File: src/rtl/traffic_phase_scheduler_if.sv
// Signal bundle between the intersection sensors/lamps and the phase scheduler.
// master = sensor/lamp side, slave = the scheduler itself.
interface traffic_phase_scheduler_if;
  logic       i_req_ns;
  logic       i_req_ew;
  logic       i_ped_btn;
  logic [5:0] o_light;
  logic [2:0] o_phase;
  logic       o_walk;
  logic       o_ped_pend;

  modport master (
    output i_req_ns,
    output i_req_ew,
    output i_ped_btn,
    input  o_light,
    input  o_phase,
    input  o_walk,
    input  o_ped_pend
  );

  modport slave (
    input  i_req_ns,
    input  i_req_ew,
    input  i_ped_btn,
    output o_light,
    output o_phase,
    output o_walk,
    output o_ped_pend
  );
endinterface

File: src/rtl/traffic_phase_scheduler.sv
// Demand-driven NS/EW phase scheduler with min/max green, yellow and all-red timing.
// Define PED_WALK_EN to enable the pedestrian request latch and the WALK phase.
module traffic_phase_scheduler #(
  parameter int MIN_GREEN = 4,
  parameter int MAX_GREEN = 10,
  parameter int YELLOW_T  = 3,
  parameter int ALLRED_T  = 1,
  parameter int WALK_T    = 5,
  parameter int CNT_W     = 4
) (
  input logic                      i_clk,
  input logic                      i_rst_n,
  traffic_phase_scheduler_if.slave bus
);

  typedef enum logic [2:0] {
    NS_G  = 3'd0,
    NS_Y  = 3'd1,
    AR_NS = 3'd2,
    EW_G  = 3'd3,
    EW_Y  = 3'd4,
    AR_EW = 3'd5,
    WALK  = 3'd6
  } state_t;

  localparam logic [CNT_W-1:0] MIN_LAST  = CNT_W'(MIN_GREEN - 1);
  localparam logic [CNT_W-1:0] MAX_LAST  = CNT_W'(MAX_GREEN - 1);
  localparam logic [CNT_W-1:0] YEL_LAST  = CNT_W'(YELLOW_T - 1);
  localparam logic [CNT_W-1:0] AR_LAST   = CNT_W'(ALLRED_T - 1);
  localparam logic [CNT_W-1:0] WALK_LAST = CNT_W'(WALK_T - 1);

  state_t           state;
  state_t           next_state;
  logic [CNT_W-1:0] timer;
  logic [CNT_W-1:0] timer_next;
  logic             last_dir;        // 0: NS had the last green, 1: EW
  logic             last_dir_next;
  logic             ped_pend;
  logic             in_green;
  logic             state_change;

  assign in_green     = (state == NS_G) || (state == EW_G);
  assign state_change = (next_state != state);

  // Next-state decision. Vehicle requests only matter at the green-exit test.
  // NOTE: every variable written here gets a default first, so no path leaves
  // it unassigned and no latch is inferred.
  always_comb begin
    next_state = state;
    case (state)
      NS_G: begin
        if ((bus.i_req_ew || ped_pend) &&
            (((timer >= MIN_LAST) && !bus.i_req_ns) || (timer == MAX_LAST)))
          next_state = NS_Y;
      end
      NS_Y: begin
        if (timer == YEL_LAST) next_state = AR_NS;
      end
      AR_NS: begin
        if (timer == AR_LAST) next_state = ped_pend ? WALK : EW_G;
      end
      EW_G: begin
        if ((bus.i_req_ns || ped_pend) &&
            (((timer >= MIN_LAST) && !bus.i_req_ew) || (timer == MAX_LAST)))
          next_state = EW_Y;
      end
      EW_Y: begin
        if (timer == YEL_LAST) next_state = AR_EW;
      end
      AR_EW: begin
        if (timer == AR_LAST) next_state = ped_pend ? WALK : NS_G;
      end
      WALK: begin
        if (timer == WALK_LAST) next_state = last_dir ? NS_G : EW_G;
      end
      default: next_state = NS_G;
    endcase
  end

  // Timer restarts on each phase change; a resting green parks it at MAX_LAST
  // so a late-arriving opposing request can max-out on the very next edge.
  always_comb begin
    timer_next = timer + CNT_W'(1);
    if (state_change)
      timer_next = '0;
    else if (in_green && (timer == MAX_LAST))
      timer_next = timer;
  end

  always_comb begin
    last_dir_next = last_dir;
    if (state_change && (next_state == NS_G))
      last_dir_next = 1'b0;
    else if (state_change && (next_state == EW_G))
      last_dir_next = 1'b1;
  end

  // NOTE: sequential state uses non-blocking assignments so every register
  // samples the pre-edge values, independent of statement order.
  always_ff @(posedge i_clk or negedge i_rst_n) begin
    if (!i_rst_n) begin
      state    <= NS_G;
      timer    <= '0;
      last_dir <= 1'b0;
    end else begin
      state    <= next_state;
      timer    <= timer_next;
      last_dir <= last_dir_next;
    end
  end

`ifdef PED_WALK_EN
  logic ped_pend_next;

  // A press on the cycle that enters WALK is dropped; presses during WALK are ignored.
  always_comb begin
    ped_pend_next = ped_pend;
    if (state_change && (next_state == WALK))
      ped_pend_next = 1'b0;
    else if (bus.i_ped_btn && (state != WALK))
      ped_pend_next = 1'b1;
  end

  always_ff @(posedge i_clk or negedge i_rst_n) begin
    if (!i_rst_n)
      ped_pend <= 1'b0;
    else
      ped_pend <= ped_pend_next;
  end

  assign bus.o_walk     = (state == WALK);
  assign bus.o_ped_pend = ped_pend;
`else
  logic unused_ped_btn;

  assign unused_ped_btn = bus.i_ped_btn;
  assign ped_pend       = 1'b0;
  assign bus.o_walk     = 1'b0;
  assign bus.o_ped_pend = 1'b0;
`endif

  // Moore output decode: {NS_R,NS_Y,NS_G,EW_R,EW_Y,EW_G}.
  always_comb begin
    bus.o_light = 6'b100100;
    case (state)
      NS_G:    bus.o_light = 6'b001100;
      NS_Y:    bus.o_light = 6'b010100;
      EW_G:    bus.o_light = 6'b100001;
      EW_Y:    bus.o_light = 6'b100010;
      default: bus.o_light = 6'b100100;
    endcase
  end

  assign bus.o_phase = state;

endmodule

File: src/flat_wrapper.sv
// flat-port wrapper written by rule: the top's interface ports become plain ports
module traffic_phase_scheduler_flat 
#(
  parameter int MIN_GREEN = 4,
  parameter int MAX_GREEN = 10,
  parameter int YELLOW_T  = 3,
  parameter int ALLRED_T  = 1,
  parameter int WALK_T    = 5,
  parameter int CNT_W     = 4
)
  (i_clk, i_rst_n, bus_i_req_ns, bus_i_req_ew, bus_i_ped_btn, bus_o_light, bus_o_phase, bus_o_walk, bus_o_ped_pend);
  traffic_phase_scheduler_if bus_i ();
  input logic i_clk;
  input logic i_rst_n;
  input wire logic [$bits(bus_i.i_req_ns)-1:0] bus_i_req_ns;
  input wire logic [$bits(bus_i.i_req_ew)-1:0] bus_i_req_ew;
  input wire logic [$bits(bus_i.i_ped_btn)-1:0] bus_i_ped_btn;
  output wire logic [$bits(bus_i.o_light)-1:0] bus_o_light;
  output wire logic [$bits(bus_i.o_phase)-1:0] bus_o_phase;
  output wire logic [$bits(bus_i.o_walk)-1:0] bus_o_walk;
  output wire logic [$bits(bus_i.o_ped_pend)-1:0] bus_o_ped_pend;
  assign bus_i.i_req_ns = bus_i_req_ns;
  assign bus_i.i_req_ew = bus_i_req_ew;
  assign bus_i.i_ped_btn = bus_i_ped_btn;
  assign bus_o_light = bus_i.o_light;
  assign bus_o_phase = bus_i.o_phase;
  assign bus_o_walk = bus_i.o_walk;
  assign bus_o_ped_pend = bus_i.o_ped_pend;
  traffic_phase_scheduler #(.MIN_GREEN(MIN_GREEN), .MAX_GREEN(MAX_GREEN), .YELLOW_T(YELLOW_T), .ALLRED_T(ALLRED_T), .WALK_T(WALK_T), .CNT_W(CNT_W)) u_core (.i_clk(i_clk), .i_rst_n(i_rst_n), .bus(bus_i));
endmodule
File: config.mk
export PLATFORM = sky130hd
export DESIGN_NAME = traffic_phase_scheduler_flat
export DESIGN_NICKNAME = d
export VERILOG_FILES = /design/src/rtl/traffic_phase_scheduler_if.sv /design/src/rtl/traffic_phase_scheduler.sv /design/src/flat_wrapper.sv
export SDC_FILE = /design/constraint.sdc
export NUM_CORES = 1
export LEC_CHECK = 0
export CAP_MARGIN = 20
export CORE_ASPECT_RATIO = 1.2
export CORE_MARGIN = 2
export CORE_UTILIZATION = 30
export DETAILED_ROUTE_END_ITERATION = 6
export PLACE_DENSITY = 0.65
export SLEW_MARGIN = 0
export SYNTH_ARGS = -nofsm -noshare
export SYNTH_HDL_FRONTEND = slang
export SYNTH_SLANG_ARGS = --single-unit
File: constraint.sdc
create_clock -name i_clk -period 2.5 [get_ports i_clk]
set_clock_uncertainty 0.05 [all_clocks]
set_input_delay 0.25 -clock i_clk [delete_from_list [all_inputs] [get_ports i_clk]]
set_output_delay 0.25 -clock i_clk [all_outputs]
set_load 0.01 [all_outputs]
==> run summary, run 1 <==
status: complete, no violations
HP Class: input pin to asynchronous set/reset pin
CTS tree: done
dpl hpwl: 1180 um
critical path, cell by cell: buf_4, inv_1, nand2_1, nor2_1, clkdlybuf4s50_1
postcts setup bufs: 0
Clock transition at path regs: 0.05 ns
largest net degree at the start of global routing: 13
height of the die: 56.5 um
worst hold slack: 0.250 ns
Worst Setup SP: u_core.bus.o_phase[2]
H-Tree Depth: 1
crit path launch type: register
final core occ: 37.5%
WP data required: 2.20 ns
Clock Sinks: 8
cts hold-fix bufs: 0
Critical-path top delay cell: clkdlybuf4s50_1
Core Box Area: 0.00223 mm2
Layout Nets: 106
layout cells sized above 1: 8.42%
most common cell after layout, fill and taps aside: nor2_1
Syn. warnings: 0
syn_area_per_cell: 8.29 um2
DRT Pass-1 Iters: 4
RR Startpoint: u_core.timer[0]
Top delay family on crit path: buffers and inverters
Initial DRC Count: 17
Final Hold Viols: 0
Post-Synthesis Cells: 83
wirelength, routed: 1520 um
final setup violation count: 0
Port Buf Inserts: 12
Clock Tree Buf Depth: 2
post-route ant nets: 0
RSZ-0062 raised after global routing: false
max cap viols: 0
detail-routed via count per cell: 5.18
fmax: 484 MHz
Die ar.: 0.00269 mm2
Residual DRC: 0
Placement Rows: 19
total power: 1.08 mW
Synth cell types: 38
share of the synthesized area in the top cell type: 29.1%
PwrDens: 1290 mW/mm2
gpl congestion: 0.769
Vias: 653
maximum VDD drop: 0.687 mV
setup TNS: 0 ns
Buf/Inv on CP: 3
antenna diode count: 0
worst skew pair latency: 0.24 ns
Lkg Pwr: 0.373 nW
first-pass GRT wire length: 2680 um
Chip Width: 47.7 um
Root Buffer: clkbuf_4
Synth Register Bits: 8
most frequent cells in the layout: nor2_1, clkdlybuf4s50_1, inv_1, dfrtp_1, nand2_1
Crit path largest cell delay: 0.58 ns
routing usage on met2: 20.0%
drt wl/cell: 12.1 um
Initial Utilization: 30.8%
Tot GR Track Use: 13.0%
num ports: 16
CP arrival: 1.77 ns
area of the mapped netlist: 688 um2
largest cells by area after synthesis: dfrtp_1, nor2_1, ha_1
met1 usage: 16.6%
initial antenna violation count: 0
largest area contributor in the netlist: dfrtp_1
vias in the first global route: 651
Period minus WS final: 2.07 ns
number of gates resized after CTS: 0
CP max FO: 12
met3 Usage GRT: 1.93%
Final Max Tran Viols: 0
pre-CTS setup slack: 0.353 ns
Final Cycle Share: 82.7%
Crit Path Class: register to output pin
Area Overhead vs Synth: 21.8%
final setup margin: 0.434 ns
GR peak layer: met2
register area share after synthesis: 29.1%
CP Capture Type: output pin
CTS buffer count: 3
GR Overflow Total: 0
[cell families after synthesis]
logic type                 after synthesis  share of synthesized area, %
buffers and inverters                   14                          11.6
adders and majority gates                4                          7.27
AOI/OAI and AO/OA                       21                          23.6
xor gates and xnor gates                 3                          3.82
other                                    1                         0.545
and+or+nand+nor                         31                          22.5
muxes                                    1                          1.45
DFF                                      8                          29.1
[metrics by stage]
step / std cells / instance area [um2]
global placement: 123 / 816
detailed placement: 123 / 816
CTS: 126 / 838
finish: 126 / 838
floorplan: 84 / 692
global route: 126 / 838
[cells in the mapped netlist]
| cell | instances |
|---|---|
| a21boi_0 | 1 |
| a21o_1 | 1 |
| a21oi_1 | 3 |
| a221o_1 | 1 |
| a221oi_1 | 1 |
| a22o_1 | 1 |
| a31oi_1 | 1 |
| a32oi_1 | 1 |
| a32oi_2 | 1 |
| and2b_2 | 1 |
| and3b_1 | 2 |
| buf_2 | 1 |
| buf_4 | 3 |
| buf_6 | 2 |
| conb_1 | 1 |
| dfrtp_1 | 8 |
| ha_1 | 4 |
| inv_1 | 8 |
| mux2i_1 | 1 |
| nand2_1 | 5 |
| nand2b_1 | 1 |
| nand3_1 | 3 |
| nor2_1 | 14 |
| nor2b_1 | 1 |
| nor3_1 | 1 |
| o2111ai_1 | 1 |
| o211ai_1 | 1 |
| o21a_1 | 1 |
| o21ai_0 | 3 |
| o21bai_1 | 1 |
| o311a_2 | 1 |
| o31ai_1 | 1 |
| o41ai_1 | 1 |
| or2b_1 | 1 |
| or4_1 | 1 |
| or4b_1 | 1 |
| xnor2_1 | 2 |
| xor2_1 | 1 |
[cell type report]
type,count,area (um2)
tap,31,38.8
timing repair buffer,14,135
fill,243,1400
clock buffer,3,22.5
sequential,8,200
multi-input combinational,62,412
inverter,8,30.0
[layer usage]
layer  routed length [um]  up-vias
met4                   14        0
met5                    0        -
li1                     -      310
met1                  624      314
met2                  807       27
met3                   76        2
[sequential cells by signal, summed over array words and instances (netlist names)]
signal              cells
u_core.last_dir         1
u_core.bus.o_phase      3
u_core.timer            4
[worst paths after layout]
kind	to	slack, ns	depth (start not counted)
setup / recovery	bus_o_light[0]	0.43	5
hold / removal	u_core.bus.o_phase[2]	0.25	1
setup reg to reg	u_core.timer[2]	0.52	7
hold reg to reg	u_core.last_dir	0.49	2
max in group asynchronous	u_core.timer[0]	1.87	1
min in group i_clk	u_core.last_dir	0.49	2
[where the power goes]
part           switching, mW  leakage (nW)  internal [mW]
Combinational          0.384         0.263          0.334
Clock                 0.0408        0.0138         0.0547
Sequential            0.0797        0.0958          0.188
Total                  0.504         0.373          0.576
No activity file was read; power rests on OpenSTA's default activity.
==> run 2, diff against run 1 <==
==> constraint.sdc (replaced) <==
create_clock -name i_clk -period 2 [get_ports i_clk]
set_clock_uncertainty 0.05 [all_clocks]
set_input_delay 0.2 -clock i_clk [delete_from_list [all_inputs] [get_ports i_clk]]
set_output_delay 0.2 -clock i_clk [all_outputs]
set_load 0.01 [all_outputs]
==> run summary, run 2 (synthesis results as in run 1) <==
crit path launch type: register
CP max FO: 9
CTS buffer count: 3
Tot GR Track Use: 12.7%
Initial DRC Count: 12
cts hold-fix bufs: 0
fmax: 524 MHz
status: complete, no violations
post-route ant nets: 0
Clock power frac: 8.2%
Clock Sinks: 8
final setup violation count: 0
initial antenna violation count: 0
most common cell after layout, fill and taps aside: nor2_1
Core Box Area: 0.00223 mm2
num ports: 16
worst skew pair latency: 0.24 ns
Port Buf Inserts: 12
WP data required: 1.75 ns
Period minus WS final: 1.91 ns
Clock transition at path regs: 0.05 ns
largest net degree at the start of global routing: 13
Residual DRC: 0
max cap viols: 0
Buf/Inv on CP: 3
Lkg Pwr: 0.432 nW
DRT Pass-1 Iters: 4
H-Tree Depth: 1
logic gate share of total power: 70.8%
Final Max Tran Viols: 0
fillers: 246
HP Class: input pin to asynchronous set/reset pin
sequential power share: 21.0%
GR Overflow Total: 0
placed cell count: 127
dpl hpwl: 1200 um
critical path depth: 5
max reg flops: 4
Root Buffer: clkbuf_4
CTS tree: done
Placement Rows: 19
critical path, cell by cell: buf_4, clkinvlp_4, nor2_2, nor2_1, clkdlybuf4s50_1
CP Capture Type: output pin
final setup margin: 0.0926 ns
Final Cycle Share: 95.4%
Vias: 643
layout cells sized above 1: 17.2%
Layout Nets: 110
antenna diode count: 0
Final Hold Viols: 0
Crit Path Class: register to output pin
Top delay family on crit path: buffers and inverters
maximum VDD drop: 0.871 mV
Initial Utilization: 30.8%
detail-routed via count per cell: 4.95
largest register by flop count: u_core.timer
sw power: 0.648 mW
Clock Tree Buf Depth: 2
Final Instance Count excl. Fillers: 130
height of the die: 56.5 um
vias in the first global route: 610
most frequent cells in the layout: nor2_1, clkdlybuf4s50_1, dfrtp_1, inv_1, buf_4
internal power: 0.766 mW
Switching Fraction: 45.8%
pre-CTS setup slack: -0.0609 ns
Crit path largest cell delay: 0.48 ns
Seq. cell area: 200 um2
Area Overhead vs Synth: 29.3%
gpl congestion: 0.792
RSZ-0062 raised after global routing: false
CP arrival: 1.66 ns
drt wl/cell: 11.6 um
wirelength, routed: 1510 um
Chip Width: 47.7 um
footprint of the multi-input gates: 422 um2
Die ar.: 0.00269 mm2
R2R depth: 5
PwrDens: 1590 mW/mm2
first-pass GRT wire length: 2580 um
Critical-path top delay cell: clkdlybuf4s50_1
## run 2: final timing paths
check / start / end / slack (ns)
max reg2reg: u_core.bus.o_phase[2] / u_core.timer[2] / 0.16
max in group asynchronous: i_rst_n / u_core.timer[1] / 1.44
max: u_core.bus.o_phase[0] / bus_o_light[2] / 0.09
min in group i_clk: u_core.last_dir / u_core.last_dir / 0.50
min reg2reg: u_core.last_dir / u_core.last_dir / 0.50
min: i_rst_n / u_core.bus.o_phase[1] / 0.19
## run 2: area by class of cell
cell class / instances / share of cell area [%]
clock buffers: 3 / 2.53
inverters: 8 / 3.80
multi-input cells: 62 / 47.4
flip-flops and latches: 8 / 22.5
well taps: 31 / 4.36
repair buffers: 18 / 19.4
## run 2: layer usage
metal / share of wire (%) / global-route usage (%) / wire length, um / up-vias
li1: - / - / - / 318
met1: 42 / 16.9 / 626 / 310
met2: 55 / 20.6 / 832 / 15
met3: 3.1 / 1.29 / 47 / 0
met4: 0 / 4.63 / 0 / 0
met5: 0 / 0 / 0 / -
## run 2: metrics by stage
step	utilization, %	TNS [ns]	hold WS (ns)	cell area [um2]	power [mW]
after floorplan	-	0	-0.146	692	0.936
after global placement	37.8	-0.241	0.454	846	1.27
after detailed placement	37.8	-0.217	0.462	846	1.28
after CTS	38.9	0	0.189	868	1.41
after global routing	39.8	0	0.220	890	1.54
final	39.8	0	0.191	890	1.41
## run 2: power groups by stage
stage	registers [mW]	logic (mW)	clock network [mW]
floorplan	0.304	0.632	0
global placement	0.298	0.975	0
detailed placement	0.301	0.976	0
CTS	0.297	0.981	0.126
global route	0.304	1.10	0.132
finish	0.297	1.00	0.116
## run 2: timing repair
action                     4_1_cts  5_1_grt
setup endpoints to repair        0        5
gates resized for setup          0        8
buffers inserted                 0        0
